[src/rtl/tone_spkr_gen.sv]
// Tone generator: turns a requested frequency in Hz into a square wave on the speaker pin.
// The half-period comes from a sequential restoring divider and is applied only at waveform edges.
module tone_spkr_gen #(
   parameter int unsigned CLK_HZ   = 50000000,
   parameter int unsigned MIN_FREQ = 20,
   parameter int unsigned MAX_FREQ = 20000
) (
   input  logic        FPGA_CLK1_50,
   input  logic        reset_n,
   input  logic [31:0] desiredFrequency,
   output logic        spkr,
   output logic        busy,
   output logic        playing,
   output logic [31:0] half_period
);

   typedef enum logic [1:0] {IDLE, DIV, PEND} state_t;

   state_t      state;
   logic [31:0] last_req;
   logic [31:0] target;
   logic [31:0] count;
   logic [31:0] quo;
   logic [16:0] divisor;
   logic [17:0] rem;
   logic [4:0]  div_cnt;

   logic        change;
   logic        in_range;
   logic        apply;
   logic [17:0] trial;
   logic        fits;

   always_comb begin
      change   = (desiredFrequency != last_req);
      in_range = (desiredFrequency >= 32'(MIN_FREQ)) && (desiredFrequency <= 32'(MAX_FREQ));
      trial    = {rem[16:0], quo[31]};
      fits     = (trial >= {1'b0, divisor});
      // A fresh request in the same cycle discards whatever target is pending.
      apply    = (state == PEND) && !change && ((half_period == '0) || (count == '0));
   end

   assign busy    = (state != IDLE);
   assign playing = (half_period != '0);

   always_ff @(posedge FPGA_CLK1_50 or negedge reset_n) begin
      if (!reset_n) begin
         state       <= IDLE;
         last_req    <= '0;
         target      <= '0;
         count       <= '0;
         quo         <= '0;
         divisor     <= '0;
         rem         <= '0;
         div_cnt     <= '0;
         spkr        <= 1'b0;
         half_period <= '0;
      end else begin
         last_req <= desiredFrequency;

         if (apply) begin
            half_period <= target;
            if (target == '0) begin
               spkr  <= 1'b0;
               count <= '0;
            end else begin
               // From mute the wave starts high; otherwise this is a normal edge.
               spkr  <= (half_period == '0) ? 1'b1 : ~spkr;
               count <= target - 32'd1;
            end
         end else if (half_period != '0) begin
            if (count == '0) begin
               spkr  <= ~spkr;
               count <= half_period - 32'd1;
            end else begin
               count <= count - 32'd1;
            end
         end

         if (change) begin
            if (!in_range) begin
               target <= '0;
               state  <= PEND;
            end else begin
               quo     <= 32'(CLK_HZ);
               rem     <= '0;
               divisor <= {desiredFrequency[15:0], 1'b0};
               div_cnt <= '0;
               state   <= DIV;
            end
         end else begin
            case (state)
               DIV: begin
                  rem     <= fits ? (trial - {1'b0, divisor}) : trial;
                  quo     <= {quo[30:0], fits};
                  div_cnt <= div_cnt + 5'd1;
                  if (div_cnt == 5'd31) begin
                     target <= {quo[30:0], fits};
                     state  <= PEND;
                  end
               end
               PEND: begin
                  if (apply) state <= IDLE;
               end
               default: state <= IDLE;
            endcase
         end
      end
   end

endmodule

[config.mk]
export PLATFORM = sky130hd
export DESIGN_NAME = tone_spkr_gen
export DESIGN_NICKNAME = d
export VERILOG_FILES = /design/src/rtl/tone_spkr_gen.sv
export SDC_FILE = /design/constraint.sdc
export NUM_CORES = 1
export LEC_CHECK = 0
export BUFFER_PORTS_ARGS = -buffer_cell sky130_fd_sc_hd__buf_2
export CAP_MARGIN = 40
export CORE_MARGIN = 2
export CORE_UTILIZATION = 39
export CTS_BUF_LIST = sky130_fd_sc_hd__clkbuf_8
export CTS_CLUSTER_SIZE = 8
export DETAILED_ROUTE_END_ITERATION = 10
export PLACE_DENSITY_LB_ADDON = 0.1
export RECOVER_POWER = 50
export SLEW_MARGIN = 40
export SYNTH_ARGS = -nofsm -noshare
export SYNTH_HDL_FRONTEND = slang
export SYNTH_SLANG_ARGS = --single-unit
[constraint.sdc]
create_clock -name FPGA_CLK1_50 -period 3.8 [get_ports FPGA_CLK1_50]
set_input_delay 0.76 -clock FPGA_CLK1_50 [delete_from_list [all_inputs] [get_ports FPGA_CLK1_50]]
set_output_delay 0.76 -clock FPGA_CLK1_50 [all_outputs]
set_load 0.05 [all_outputs]
## After elaboration in Yosys (flattened, before gate mapping)

Cells that the tools add are included.

| storage, ports and cells | value |
|---|---|
| output and inout bits | 35 |
| bits of input ports | 34 |
| flip-flop bits (word level) | 201 |
| word-level logic and storage cells | 74 |

| operators by class | value |
|---|---|
| mux-type cells | 28 |
| reduce and logical (&&, ||, !) cells | 19 |
| equal/unequal tests | 8 |
| $lt $le $gt $ge | 3 |
| bitwise operators | 1 |
| add/subtract/negate cells | 5 |

Operators by type and width:

| operator | count |
|---|---|
| 32-bit two-way mux | 11 |
| 32-bit zero test | 3 |
| 32-bit by 1-bit subtractor with 32-bit output, second input constant | 3 |
| 17-bit two-way mux | 4 |
| 32-bit by 5-bit >= comparator with 1-bit output, second input constant | 1 |
| 32-bit by 15-bit <= comparator with 1-bit output, second input constant | 1 |
| 32-bit inequality test | 1 |
| 32-bit nonzero test | 1 |
| 18-bit by 17-bit >= comparator with 1-bit output | 1 |
| 17-bit subtractor | 1 |
| 5-bit two-way mux | 3 |
| 2-bit nonzero test | 5 |
| 2-bit two-way mux | 4 |
| 2-bit AND reduction | 4 |
| 3-bit inequality test, second input constant | 2 |
| 5-bit by 1-bit adder with 5-bit output, second input constant | 1 |
| 5-bit equality test, second input constant | 1 |
| 1-bit two-way mux | 5 |
| 2-bit case mux with 2 select lines | 1 |
| 1-bit logical AND | 3 |
| 3-bit AND reduction | 1 |
| 2-bit by 1-bit equality test with 1-bit output, second input constant | 1 |
| 2-bit equality test, second input constant | 1 |
| 2-bit by 1-bit inequality test with 1-bit output, second input constant | 1 |
| 4 further kinds | 4 |

## Logic depth before layout (Yosys ltp)

Gate-level depths: netlist of run 1.

| logic depth | value |
|---|---|
| depth after elaboration | 7 |
| depth in mapped cells | 18 |
| gate-level depth less buffers | 14 |

## Worst setup path before layout of run 1

Ideal clock, no wire load.

| timing | value |
|---|---|
| path type | flip-flop to flip-flop |
| from | register count[13] |
| to | register count[14] |
| cell stages (with the launch flop) | 18 |
| data required time | 3663 ps |
| setup time | 137 ps |
| buffers on the path | 4 |
| arrival | 3748 ps |
| path slack | -85 ps |
| clock period less this slack | 3885 ps |
| cell sequence | dfrtp_1 > clkbuf_1 > nor4_1 > nand3_1 > nor3_1 > buf_2 > clkbuf_1 > clkbuf_1 > a21oi_1 > ha_1 > or3b_2 > nor4b_4 > nand2_1 > a2111oi_0 > mux2i_1 > o21ai_0 > a22oi_1 > a21oi_1 |

| on the way | value |
|---|---|
| longest elaborated chain between the ends | 4 |
| elaborated cells on any way between the ends | 8 |
| those cells by class | 1 x add/sub; 3 x mux; 4 x reduce/logical |

RTL lines:

| what | RTL line | RTL |
|---|---|---|
| from (decl) | 22 | `logic [31:0] count;` |
| from (signal assigned) | 69 | `count <= target - 32'd1;` |
| from (signal assigned) | 74 | `count <= half_period - 32'd1;` |
| from (signal assigned) | 76 | `count <= count - 32'd1;` |
| 32-bit by 1-bit subtractor with 32-bit output or 32-bit zero test (tied branches) | 76, 40, 72 |  |
| 32-bit two-way mux or 1-bit logical OR (tied branches) | 72, 40 |  |
| 32-bit two-way mux or 1-bit logical AND (tied branches) | 71, 40 |  |
| 32-bit two-way mux or 2-bit nonzero test (tied branches) | n/a |  |

Several ways; a longest one is shown, not always the timed one. The select of a mux whose other input is x is not followed.
A chain may end at the register's enable or synchronous reset.

## Worst setup path in the final report of run 1

| timing | value |
|---|---|
| from | register count[21] |
| to | register count[22] |

Same word-level chain as after synthesis.

==> results of run 1 <==
## synth_stat cells, drive strengths merged, types with 12 or more instances
cell / number / area share
mux2: 30 / 0.031
or4: 18 / 0.013
dfrtp: 201 / 0.46
nor2: 89 / 0.032
xnor2: 25 / 0.020
nand2: 166 / 0.057
ha: 20 / 0.023
clkbuf: 36 / 0.012
mux2i: 15 / 0.014
nor3: 41 / 0.021
buf: 18 / 0.0098
xor2: 58 / 0.046
nand3: 15 / 0.0068
a21oi: 57 / 0.026
inv: 28 / 0.0096
nor4: 38 / 0.027
o21ai: 132 / 0.060
o22a: 12 / 0.0096
a22o: 14 / 0.011
or3: 19 / 0.012
a31oi: 12 / 0.0074
## area by class of cell
cell class,instances,share of cell area
Tap cell,378,0.0373
Multi-Input combinational cell,885,0.446
Clock buffer,43,0.0467
Timing Repair Buffer,113,0.0520
Inverter,28,0.00830
Clock inverter,23,0.0121
Sequential cell,201,0.397
## layout by cell type (no fill, tap or decap), types with 5 or more instances in the layout
cell / count
sky130_fd_sc_hd__dfrtp_1: 198
sky130_fd_sc_hd__nand2_1: 165
sky130_fd_sc_hd__o21ai_0: 127
sky130_fd_sc_hd__nor2_1: 84
sky130_fd_sc_hd__xor2_1: 58
sky130_fd_sc_hd__a21oi_1: 55
sky130_fd_sc_hd__inv_1: 43
sky130_fd_sc_hd__clkbuf_8: 43
sky130_fd_sc_hd__buf_4: 41
sky130_fd_sc_hd__nor3_1: 38
sky130_fd_sc_hd__buf_2: 37
sky130_fd_sc_hd__clkbuf_1: 32
sky130_fd_sc_hd__mux2_2: 30
sky130_fd_sc_hd__nor4_1: 29
sky130_fd_sc_hd__xnor2_1: 25
sky130_fd_sc_hd__ha_1: 20
sky130_fd_sc_hd__or3_1: 17
sky130_fd_sc_hd__or4_1: 16
sky130_fd_sc_hd__mux2i_1: 15
sky130_fd_sc_hd__nand3_1: 14
sky130_fd_sc_hd__a22o_1: 14
sky130_fd_sc_hd__o22a_1: 12
sky130_fd_sc_hd__a31oi_1: 11
sky130_fd_sc_hd__o211ai_1: 9
sky130_fd_sc_hd__a22oi_1: 9
sky130_fd_sc_hd__nand4_1: 8
sky130_fd_sc_hd__o21a_1: 8
sky130_fd_sc_hd__o31ai_1: 8
sky130_fd_sc_hd__nor4_2: 7
sky130_fd_sc_hd__nor2b_1: 7
sky130_fd_sc_hd__a211oi_1: 5
sky130_fd_sc_hd__o21ai_1: 5
sky130_fd_sc_hd__a211o_1: 5
sky130_fd_sc_hd__a221oi_1: 5
## final timing paths
path	from	endpoint	slack (ps)	depth (start not counted)
min in group asynchronous	reset_n	half_period[10]$_DFFE_PN0P_	880	1
max in group asynchronous	reset_n	rem[7]$_DFFE_PN0P_	650	2
worst min register to register	quo[7]$_DFFE_PN0P_	quo[7]$_DFFE_PN0P_	490	1
worst max-delay path	count[21]$_DFFE_PN0P_	count[22]$_DFFE_PN0P_	200	12
worst max register to register	count[21]$_DFFE_PN0P_	count[22]$_DFFE_PN0P_	200	12
worst min-delay path	desiredFrequency[21]	last_req[21]$_DFF_PN0_	390	1
## flip-flops by register name, summed over array words and instances, names as in the netlist
register	count
count	32
div_cnt	5
divisor	16
half_period	32
last_req	32
quo	32
rem	17
spkr	1
state	2
target	32
## cells by family (layout without fill, tap and decap cells)
kind of cell               count (synthesis)  after routing  share of synthesized area
AOI/OAI and AO/OA                        311            311                      0.179
xor gates and xnor gates                  83             83                     0.0663
adders and majority gates                 21             21                     0.0246
buffers and inverters                     82            207                     0.0317
DFF                                      201            201                      0.459
muxes                                     45             45                     0.0445
and+or+nand+nor                          425            425                      0.196
## metal layers
| metal | track usage | vias up |
|---|---|---|
| li1 | - | 4445 |
| met1 | 0.289 | 4308 |
| met2 | 0.332 | 236 |
| met3 | 0.0329 | 66 |
| met4 | 0.0671 | 0 |
| met5 | 0 | - |
## power by group
group          switching (mW)  internal [mW]  total, mW
clock network           0.933           1.17       2.10
logic                  0.0830         0.0280      0.111
registers             0.00694           2.16       2.17
total                    1.02           3.36       4.38
## what timing repair did
action / 4_1_cts / 5_1_grt
setup endpoints to repair: 0 / 2
buffers inserted: 0 / 2
resized for setup: 0 / 3
==> parameters.txt, run 1 <==
Parameter                              Value

Synth
  Netlist Area Pre-Place ... around 11,000 um^2
  Number of warnings reported in the yosys synthesis log ... 0
  Register area share after synthesis ... 0.459
  Post-synth EDFFs ... 0
  Ys async rst share ... 1.00
  Ys flop type ... sky130_fd_sc_hd__dfrtp_1
  Flip-flop and latch count after synthesis ... 201
  Post-Synthesis Net Count ... 1,223
  Post-synthesis instance total ... 1,168
  Unique cell type count in the Yosys netlist ... between 70 and 80
  Post-Syn Area per Cell ... about 9.4 um^2

Die
  DIE AREA ... between 20,000 and 30,000 um^2
  Vertical extent of the die ... 172 um
  Starting utilization of the core area ... 0.396
  Number of primary I/O pins ... just under 70
  FP Rows ... 61
  Horiz. Die Dim ... around 170 um
  Standard cell core area ... around 28,000 um^2

Critical path
  Crit path max fanout ... 6
  Gate family responsible for the most delay along the worst path ... simple AND/OR/NAND/NOR gates
  WP data arrival ... 3960 ps
  Worst Setup End Kind ... flop
  Series of cell instances along the critical path ... nor4_1 > nand4_1 > nor3_2 > a21oi_1 > ha_1 > or3b_2 > nor4b_4 > o311ai_4 > or2_4 > a2111oi_4 > mux2i_1 > a31oi_1
  Required time at the endpoint of the critical path ... 4160 ps
  Kind of critical path ... reg -> reg
  Worst Path Buf+Inv ... 0
  Worst stage delay on the critical path ... 510 ps
  Crit start category ... flop
  Slowest CP cell ... sky130_fd_sc_hd__or3b_2

Route
  DR iter-0 viols ... ~570
  Final ANT Viol Nets ... 0
  Length of routed wiring on met1 ... 13,900 um
  Length of routed met3 wiring ... around 1600 um
  Final wirelength ... 29,700 um
  Total via count in the routed design ... 9,055
  Met2 Wirelength ... 13,500 um
  Per-cell routed wire length ... 17.8 um
  Number of remaining DRC errors ... 0
  Detailed Routing Iterations Pass 1 ... 5
  Uppermost signal routing layer after detailed routing ... met4
  Average vias per placed instance ... 5.42

Clock network
  Level count of the clock H-tree ... 2
  Clock root buffer ... sky130_fd_sc_hd__clkbuf_8
  Number of buffers inserted by hold repair at cts ... 0
  Clock tree from TritonCTS ... yes
  Total clock sinks ... 201
  Clock edge transition at the registers on the reported setup and hold paths ... 60 ps
  Number of buffers inserted during clock tree synthesis ... 38
  Clock Latency Late Sink ... 540 ps
  Clock Tree Buf Depth ... 3

Global route
  Overall global routing resource usage ... 0.208
  Vias in the first global route ... 9,110
  Largest net degree at the start of global routing ... 84
  Initial antenna violation count ... 0
  Total congestion overflow ... 0
  Wire length of the first global-routing pass ... 48,800 um

STA
  Least setup slack across all paths after layout ... 201 ps
  Unrepaired setup endpoints after global routing ... false
  Period minus WS final ... 3600 ps
  Post-Route Skew ... 16.8 ps
  Relative max-transition margin ... -0.475
  Fin. Hold Viols ... 0
  Fmax achieved ... 278 MHz
  Max-slew violations ... 83
  Setup Viol. Count Final ... 0
  Post-route fraction of the period consumed by the critical path ... 0.947
  Total Neg Setup Slack ... 0 ps
  Post-Route Hold Slack ... around 400 ps
  Actual slew at the worst max-slew pin ... 2210 ps

Finish
  Layout overhead on the synthesized area ... 15.5%
  Layout net count ... 1,322
  Summed area of non-filler cells in the final layout ... 12,700 um^2
  Core occupancy in the finished layout ... 0.457
  Number of antenna repair diodes ... 0
  Layout cells sized above 1 ... 0.155
  Multi-input logic area ... 5650 um^2
  Layout filler cell count ... about 2,700
  Storage cell area ... 5030 um^2
  Post-route non-filler standard cell count ... 1,671

Power and ir drop
  Largest vdd supply drop ... 0.273 mV
  Standby leakage power ... around 5.5 nW
  Total power ... 4.38 mW
  Total power per unit cell area ... 346 nW/um^2

Run
  MaxCap Viol Count ... 1

Place
  Dpl cell area ... 12,000 um^2
  HPWL after DPL ... 20,700 um
  Number of placed cells counting well taps ... 1,603
  Worst setup slack before clock tree synthesis ... 254 ps
  Final weighted congestion in routability-driven placement ... 0.869
  Number of input and output port buffers inserted ... 68

Run status
  Violated checks ... capacitance limit, slew limit
  Status ... finished with violations

Hold path
  Path class of the lowest-slack min-delay path ... in -> reg
Note: power is estimated with default switching activity, not from simulation.
==> run 2, diff against run 1 <==
ABC_AREA = 1   (was default)
CTS_CLUSTER_SIZE = default   (was 8)
==> run 2 against run 1 <==
  * The run still ends with capacitance limit, slew limit left
  * Sequential cell count unchanged
  * Maximum frequency increased by 9.7%
  * Worst setup slack better by 320 ps
  * Sequential share of layout area down 1.0 points
  * Power decreased by 2.5%
  * Global-route usage rose by 0.83 points
  * Critical path type is now reg -> out
  * Largest power group unchanged
==> parameters.txt, run 2 <==
Parameter                              Value

Global route
  Wire length of the first global-routing pass ... 53,600 um (+9.7%)
  Met2 usage ... 0.329 (-0.00216)
  Total congestion overflow ... 0 (unchanged)
  Initial antenna violation count ... 0 (unchanged)
  Largest net degree at the start of global routing ... 97 (+15%)
  Global Route met3 Usage ... 0.0301 (-0.00284)
  Met1 capacity usage during global routing ... 0.324 (+0.0343)
  Busiest grt layer ... met2
  Overall global routing resource usage ... 0.216 (+0.00828)
  Vias in the first global route ... 9,872 (+8.4%)

Synth
  Most instantiated library cell after synthesis ... sky130_fd_sc_hd__nand2_1
  Ys flop type ... sky130_fd_sc_hd__dfrtp_1
  Unique cell type count in the Yosys netlist ... 46 (-40%)
  Netlist Area Pre-Place ... 11,600 um^2 (+6.0%)
  Largest area contributor in the netlist ... sky130_fd_sc_hd__dfrtp_1
  Post-Syn Area per Cell ... 7.39 um^2 (-21%)
  Post-synthesis instance total ... 1,573 (+35%)
  Number of warnings reported in the yosys synthesis log ... 0 (unchanged)
  Area fraction of the dominant cell type after synthesis ... 0.433 (-0.0260)
  Register area share after synthesis ... 0.433 (-0.0260)
  Flip-flop and latch count after synthesis ... 201 (unchanged)
  Dominant cells by area after synthesis ... sky130_fd_sc_hd__dfrtp_1 43%, sky130_fd_sc_hd__nand2_1 15%, sky130_fd_sc_hd__nor2_1 6.3%, sky130_fd_sc_hd__o21ai_0 6.0%, sky130_fd_sc_hd__inv_1 5.1%
  Ys async rst share ... 1.00 (unchanged)
  Post-Synthesis Net Count ... 1,628 (+33%)
  Most common library cells after synthesis ... 451 x sky130_fd_sc_hd__nand2_1, 201 x sky130_fd_sc_hd__dfrtp_1, 195 x sky130_fd_sc_hd__nor2_1, 157 x sky130_fd_sc_hd__inv_1, 139 x sky130_fd_sc_hd__o21ai_0
  Post-synth EDFFs ... 0 (unchanged)

Critical path
  FF-to-FF Start ... count[24]$_DFFE_PN0P_
  WP data arrival ... 2520 ps (-1440 ps)
  Required time at the endpoint of the critical path ... 3040 ps (-1120 ps)
  End of the worst register-to-register path ... count[29]$_DFFE_PN0P_
  Series of cell instances along the critical path ... nor4_1 > nand4_1 > nor2_1 > inv_1 > buf_2
  Slowest CP cell ... sky130_fd_sc_hd__dfrtp_1
  Kind of critical path ... reg -> out
  Worst Path Buf+Inv ... 2 (+2)
  Gate family responsible for the most delay along the worst path ... simple AND/OR/NAND/NOR gates
  Register-to-Register Setup Slack ... 740 ps (+540 ps)
  Crit path max fanout ... 4 (-2)
  Depth of the worst register-to-register path ... 17 (+5)
  Worst stage delay on the critical path ... 480 ps (-30 ps)
  Crit start category ... flop
  Worst Setup End Kind ... output port

Power and ir drop
  Standby leakage power ... 6.76 nW (+22%)
  Largest vdd supply drop ... 0.170 mV (-38%)
  Total power per unit cell area ... 328 nW/um^2 (-5.0%)
  Total power ... 4.27 mW (-2.5%)

Clock network
  Clock tree from TritonCTS ... yes
  Post-CTS setup buffer count ... 0 (unchanged)
  Total clock sinks ... 201 (unchanged)
  Clock Tree Buf Depth ... 3 (unchanged)
  Clock Latency Late Sink ... 550 ps (about the same)
  Clock root buffer ... sky130_fd_sc_hd__clkbuf_8
  Post-cts resize count ... 0 (unchanged)
  Number of buffers inserted by hold repair at cts ... 0 (unchanged)
  Clock edge transition at the registers on the reported setup and hold paths ... 50 ps (about the same)
  Level count of the clock H-tree ... 2 (unchanged)
  Number of buffers inserted during clock tree synthesis ... 38 (unchanged)

Die
  FP Rows ... 63 (+3.3%)
  Horiz. Die Dim ... 177 um (+2.9%)
  Starting utilization of the core area ... 0.394 (-0.00147)
  Vertical extent of the die ... 177 um (+2.9%)
  Standard cell core area ... 29,500 um^2 (+6.4%)
  Number of primary I/O pins ... 69 (unchanged)
  DIE AREA ... 31,200 um^2 (+5.9%)

Finish
  Layout filler cell count ... 3,145 (+16%)
  Layout cells sized above 1 ... 0.0896 (-0.0658)
  Summed area of non-filler cells in the final layout ... 13,000 um^2 (+2.6%)
  Storage cell area ... 5030 um^2 (about the same)
  Post-route non-filler standard cell count ... 2,064 (+24%)
  Layout overhead on the synthesized area ... 11.8%
  Number of antenna repair diodes ... 0 (unchanged)
  Multi-input logic area ... 5730 um^2 (+1.3%)
  Layout net count ... 1,707 (+29%)
  Commonest non-fill, non-tap cell in the layout ... sky130_fd_sc_hd__nand2_1
  Commonest non-fill, non-tap cells in the layout ... 451 x sky130_fd_sc_hd__nand2_1, 201 x sky130_fd_sc_hd__dfrtp_1, 195 x sky130_fd_sc_hd__nor2_1

Run status
  Violated checks ... capacitance limit, slew limit
  Status ... finished with violations

Place
  Number of placed cells counting well taps ... 2,001 (+25%)
  Final weighted congestion in routability-driven placement ... 0.923 (+6.2%)
  Number of input and output port buffers inserted ... 68 (unchanged)
  HPWL after DPL ... 24,700 um (+19%)
  Dpl cell area ... 12,400 um^2 (+3.4%)

STA
  Actual slew at the worst max-slew pin ... 1860 ps (-356 ps)
  Fin. Hold Viols ... 0 (unchanged)
  Period minus WS final ... 3280 ps (-319 ps)
  Post-Route Hold Slack ... 380 ps (-11.8 ps)
  Setup Viol. Count Final ... 0 (unchanged)
  Fmax achieved ... 305 MHz (+9.7%)
  Post-route fraction of the period consumed by the critical path ... 0.863 (-0.0840)
  Total Neg Setup Slack ... 0 ps (unchanged)
  Unrepaired setup endpoints after global routing ... false
  Post-Route Skew ... 43.2 ps (+26.4 ps)
  Max-slew violations ... 135 (+63%)
  Relative max-transition margin ... -0.238 (+0.237)

Route
  Number of remaining DRC errors ... 0 (unchanged)
  DR iter-0 viols ... 709 (+24%)
  Average vias per placed instance ... 4.96 (-8.5%)
  Final wirelength ... 32,900 um (+11%)
  Total via count in the routed design ... 10,200 (+13%)
  Per-cell routed wire length ... 16.0 um (-10%)
  Final ANT Viol Nets ... 0 (unchanged)
  Detailed Routing Iterations Pass 1 ... 5 (unchanged)

Hold path
  Hold path cells ... 1 (unchanged)
  Path class of the lowest-slack min-delay path ... in -> reg
  HP Start ... desiredFrequency[30]
  End of the worst hold path ... last_req[30]$_DFF_PN0_

Run
  MaxCap Viol Count ... 2 (+1)
## run 2: changes by cell type after synthesis, sizes merged, moves of 18 or more
cell / delta
nor2: +120
nor4: -26
or3: -19
inv: +132
nor3: -24
mux2: -30
or4: -18
a21oi: +26
nand3: +35
nand2: +303
## run 2: cell type report
| type | count | area share |
|---|---|---|
| multi-input cells | 1162 | 0.441 |
| flip-flops and latches | 201 | 0.387 |
| clock buffers | 45 | 0.0477 |
| inverters | 162 | 0.0468 |
| well taps | 390 | 0.0375 |
| repair buffers | 87 | 0.0344 |
| clock inverters | 17 | 0.00607 |
## run 2: routing by layer
metal	vias up	routed length, um
li1	5236	-
met1	4765	16600
met2	193	14400
met3	41	1390
met4	0	519
met5	-	0
## run 2: worst max path at each step
stage	from	endpoint	slack (ps)	cells past startpoint
after floorplan	desiredFrequency[29]	rem[13]$_DFFE_PN0P_	1460	13
after global placement	desiredFrequency[29]	count[6]$_DFFE_PN0P_	620	12
after detailed placement	desiredFrequency[29]	count[6]$_DFFE_PN0P_	600	12
after CTS	half_period[21]$_DFFE_PN0P_	playing	510	5
after global routing	reset_n	quo[25]$_DFFE_PN0P_	320	2
final	half_period[21]$_DFFE_PN0P_	playing	520	5
## run 2: power breakdown
part / switching [mW] / internal (mW)
clock network: 0.914 / 1.07
registers: 0.00754 / 2.16
logic: 0.0902 / 0.0303
total: 1.01 / 3.26
## run 2: cells by family after synthesis
family | synth area share
buf+inv | 0.0757
compound gates | 0.134
fa+ha+maj | 0.0232
flops | 0.433
xor+xnor | 0.0512
simple gates | 0.284
## run 2: stage by stage
| stage | utilization | worst slack, ps |
|---|---|---|
| after global placement | 0.420 | 622 |
| after global routing | 0.441 | 322 |
| after detailed placement | 0.420 | 596 |
| after CTS | 0.443 | 505 |
| final | 0.441 | 520 |
| after floorplan | - | 1460 |
## run 2: worst register-to-register path, cell delays in order (launching register included)
cell and delay [ps]:
sky130_fd_sc_hd__dfrtp_1 440, sky130_fd_sc_hd__nor2_1 110, sky130_fd_sc_hd__nand2_1 80, sky130_fd_sc_hd__nor2_1 260, sky130_fd_sc_hd__nand2_2 220, sky130_fd_sc_hd__nor2_8 330, sky130_fd_sc_hd__buf_4 420, sky130_fd_sc_hd__nand2_2 100
sky130_fd_sc_hd__nand2_2 130, sky130_fd_sc_hd__nand2_4 70, sky130_fd_sc_hd__nor2_1 160, sky130_fd_sc_hd__nand2_1 100, sky130_fd_sc_hd__nor2_1 200, sky130_fd_sc_hd__nand2_1 80, sky130_fd_sc_hd__nand2_1 70, sky130_fd_sc_hd__nand3_1 70
sky130_fd_sc_hd__nand2_1 70, sky130_fd_sc_hd__nand2_1 50
==> run 3, diff against run 2 <==
CELL_PAD_IN_SITES_DETAIL_PLACEMENT = 2   (was default)
CELL_PAD_IN_SITES_GLOBAL_PLACEMENT = 2   (was default)
CORE_UTILIZATION = 33   (was 39)
==> run 3 against run 2 <==
  * The run still ends with capacitance limit, slew limit left
  * Sequential share of layout area is 0.52 points lower
  * Worst setup slack worse by 190 ps
  * Final cell count is 3.5% higher
  * Utilization is 6.0 points lower
  * Register-to-register slack worse by 350 ps
  * Largest cell class unchanged
  * Largest power group is now clock
==> parameters.txt, run 3 (synthesis gave the netlist of run 2 again) <==
Parameter                              Value

Power and ir drop
  Share of total power in the clock network ... 0.490 (+0.026)
  Sw Pwr ... 1.11 mW (+9.5%)
  Combinational share of power ... 0.029 (about the same)
  Standby leakage power ... 6.82 nW (+0.90%)
  Switching Share ... 0.246 (+0.00872)
  Total power per unit cell area ... 342 nW/um^2 (+4.2%)
  Largest vdd supply drop ... 0.261 mV (+54%)
  Internal cell power ... 3.40 mW (+4.4%)
  Flop pwr share ... 0.481 (-0.027)

Global route
  Wire length of the first global-routing pass ... 66,900 um (+25%)
  Vias in the first global route ... 11,900 (+20%)
  Overall global routing resource usage ... 0.235 (+0.0189)
  Total congestion overflow ... 0 (unchanged)
  Initial antenna violation count ... 0 (unchanged)
  Largest net degree at the start of global routing ... 85 (-12%)

Finish
  Commonest non-fill, non-tap cells in the layout ... 451 x sky130_fd_sc_hd__nand2_1, 201 x sky130_fd_sc_hd__dfrtp_1, 195 x sky130_fd_sc_hd__nor2_1
  Summed area of non-filler cells in the final layout ... 13,200 um^2 (+1.4%)
  Commonest non-fill, non-tap cell in the layout ... sky130_fd_sc_hd__nand2_1
  Layout cells sized above 1 ... 0.0916 (+0.00201)
  Layout overhead on the synthesized area ... 13.3%
  Number of antenna repair diodes ... 0 (unchanged)
  Layout net count ... 1,709 (+0.12%)
  Post-route non-filler standard cell count ... 2,136 (+3.5%)

Die
  Number of primary I/O pins ... 69 (unchanged)
  Standard cell core area ... 34,600 um^2 (+17%)
  FP Rows ... 68 (+7.9%)
  Starting utilization of the core area ... 0.336 (-0.0586)
  Horiz. Die Dim ... 192 um (+8.5%)
  Vertical extent of the die ... 192 um (+8.5%)
  DIE AREA ... 36,700 um^2 (+18%)

STA
  Total Neg Setup Slack ... 0 ps (unchanged)
  Post-Route Hold Slack ... 346 ps (-34.4 ps)
  Actual slew at the worst max-slew pin ... 2320 ps (+463 ps)
  Max-slew violations ... 84 (-38%)
  Fin. Hold Viols ... 0 (unchanged)
  Post-route fraction of the period consumed by the critical path ... 0.913 (+0.0497)
  Setup Viol. Count Final ... 0 (unchanged)
  Period minus WS final ... 3470 ps (+189 ps)
  Unrepaired setup endpoints after global routing ... false
  Post-Route Skew ... 36.3 ps (-6.90 ps)
  Fmax achieved ... 288 MHz (-5.4%)
  Relative max-transition margin ... -0.546 (-0.308)

Critical path
  End of the worst register-to-register path ... count[24]$_DFFE_PN0P_
  Required time at the endpoint of the critical path ... 3040 ps (about the same)
  Start point of the critical path ... half_period[1]$_DFFE_PN0P_
  Worst Setup End Kind ... output port
  Worst stage delay on the critical path ... 610 ps (+130 ps)
  Critical path endpoint ... playing
  WP data arrival ... 2710 ps (+190 ps)
  Series of cell instances along the critical path ... nor4_1 > nand4_1 > nor2_1 > inv_1 > buf_2
  Crit path max fanout ... 5 (+1)
  FF-to-FF Start ... half_period[1]$_DFFE_PN0P_
  Crit start category ... flop
  Register-to-Register Setup Slack ... 390 ps (-350 ps)
  Kind of critical path ... reg -> out
  Slowest CP cell ... sky130_fd_sc_hd__nor4_1
  Depth of the worst register-to-register path ... 8 (-9)

Route
  Per-cell routed wire length ... 19.4 um (+22%)
  Final wirelength ... 41,400 um (+26%)
  Detailed Routing Iterations Pass 1 ... 4 (-1)
  DR iter-0 viols ... 417 (-41%)
  Total via count in the routed design ... 10,900 (+6.2%)
  Final ANT Viol Nets ... 0 (unchanged)
  Number of remaining DRC errors ... 0 (unchanged)
  Average vias per placed instance ... 5.09 (+2.6%)

Clock network
  Total clock sinks ... 201 (unchanged)
  Number of buffers inserted by hold repair at cts ... 0 (unchanged)
  Clock edge transition at the registers on the reported setup and hold paths ... 60 ps (about the same)
  Clock tree from TritonCTS ... yes
  Post-CTS setup buffer count ... 0 (unchanged)
  Level count of the clock H-tree ... 2 (unchanged)
  Clock Tree Buf Depth ... 3 (unchanged)
  Post-cts resize count ... 0 (unchanged)
  Clock root buffer ... sky130_fd_sc_hd__clkbuf_8
  Number of buffers inserted during clock tree synthesis ... 40 (+5.3%)
  Clock Latency Late Sink ... 600 ps (+50 ps)

Place
  Final weighted congestion in routability-driven placement ... 0.891 (-3.5%)
  HPWL after DPL ... 31,700 um (+28%)
  Dpl cell area ... 12,400 um^2 (+0.62%)
  Number of input and output port buffers inserted ... 68 (unchanged)
  Number of placed cells counting well taps ... 2,067 (+3.3%)

Run
  MaxCap Viol Count ... 1 (-1)

Run status
  Status ... finished with violations
  Violated checks ... capacitance limit, slew limit

Hold path
  Path class of the lowest-slack min-delay path ... in -> reg
## run 3: changes by cell type in the layout (fill, tap and decap cells not counted), sizes merged
| cell | delta |
|---|---|
| inv | +1 |
| clkbuf | +3 |
| clkinvlp | -1 |
| clkinv | +3 |
| bufinv | +1 |
## run 3: routing by layer
layer | part of all wire | up-vias | global-route usage
met5 | 0 | - | 0
li1 | - | 5237 | -
met4 | 0.024 | 0 | 0.0731
met1 | 0.50 | 5431 | 0.338
met3 | 0.030 | 64 | 0.0327
met2 | 0.44 | 139 | 0.365
## run 3: worst min-delay path by stage
stage	slack [ps]	to	cells after the start	start
6_report	350	last_req[4]$_DFF_PN0_	1	desiredFrequency[4]
5_1_grt	320	last_req[4]$_DFF_PN0_	1	desiredFrequency[4]
4_1_cts	240	state[1]$_DFFE_PN0P_	1	reset_n
3_5_place_dp	480	div_cnt[4]$_DFFE_PN0P_	2	div_cnt[4]$_DFFE_PN0P_
3_3_place_gp	460	div_cnt[4]$_DFFE_PN0P_	2	div_cnt[4]$_DFFE_PN0P_
2_1_floorplan	450	div_cnt[4]$_DFFE_PN0P_	2	div_cnt[4]$_DFFE_PN0P_
## run 3: cell type report
| type | instances | area (um^2) |
|---|---|---|
| Tap cell | 455 | 569 |
| Clock buffer | 48 | 661 |
| Clock inverter | 21 | 118 |
| Fill cell | 4127 | 21500 |
| Multi-Input combinational cell | 1162 | 5730 |
| Sequential cell | 201 | 5030 |
| Timing Repair Buffer | 87 | 459 |
| Inverter | 162 | 611 |
## run 3: through the flow
step                setup slack (ps)  utilization  total power, mW
finish                           331        0.380             4.51
CTS                              262        0.382             4.61
global placement                 551        0.360             2.34
floorplan                       1460            -             2.24
detailed placement               498        0.360             2.35
global route                    76.5        0.380             4.71
## run 3: worst max-delay path, delay by kind of cell (launching register included)
| family | cells | cell delay, ps |
|---|---|---|
| flops | 1 | 440 |
| buf+inv | 2 | 460 |
| simple gates | 3 | 1250 |
## run 3: power groups by stage
| stage | combinational [mW] | sequential [mW] | clock, mW |
|---|---|---|---|
| 2_1_floorplan | 0.0406 | 2.20 | 0 |
| 4_1_cts | 0.143 | 2.17 | 2.30 |
| 3_3_place_gp | 0.138 | 2.20 | 0 |
| 6_report | 0.131 | 2.17 | 2.21 |
| 3_5_place_dp | 0.142 | 2.21 | 0 |
| 5_1_grt | 0.152 | 2.17 | 2.39 |
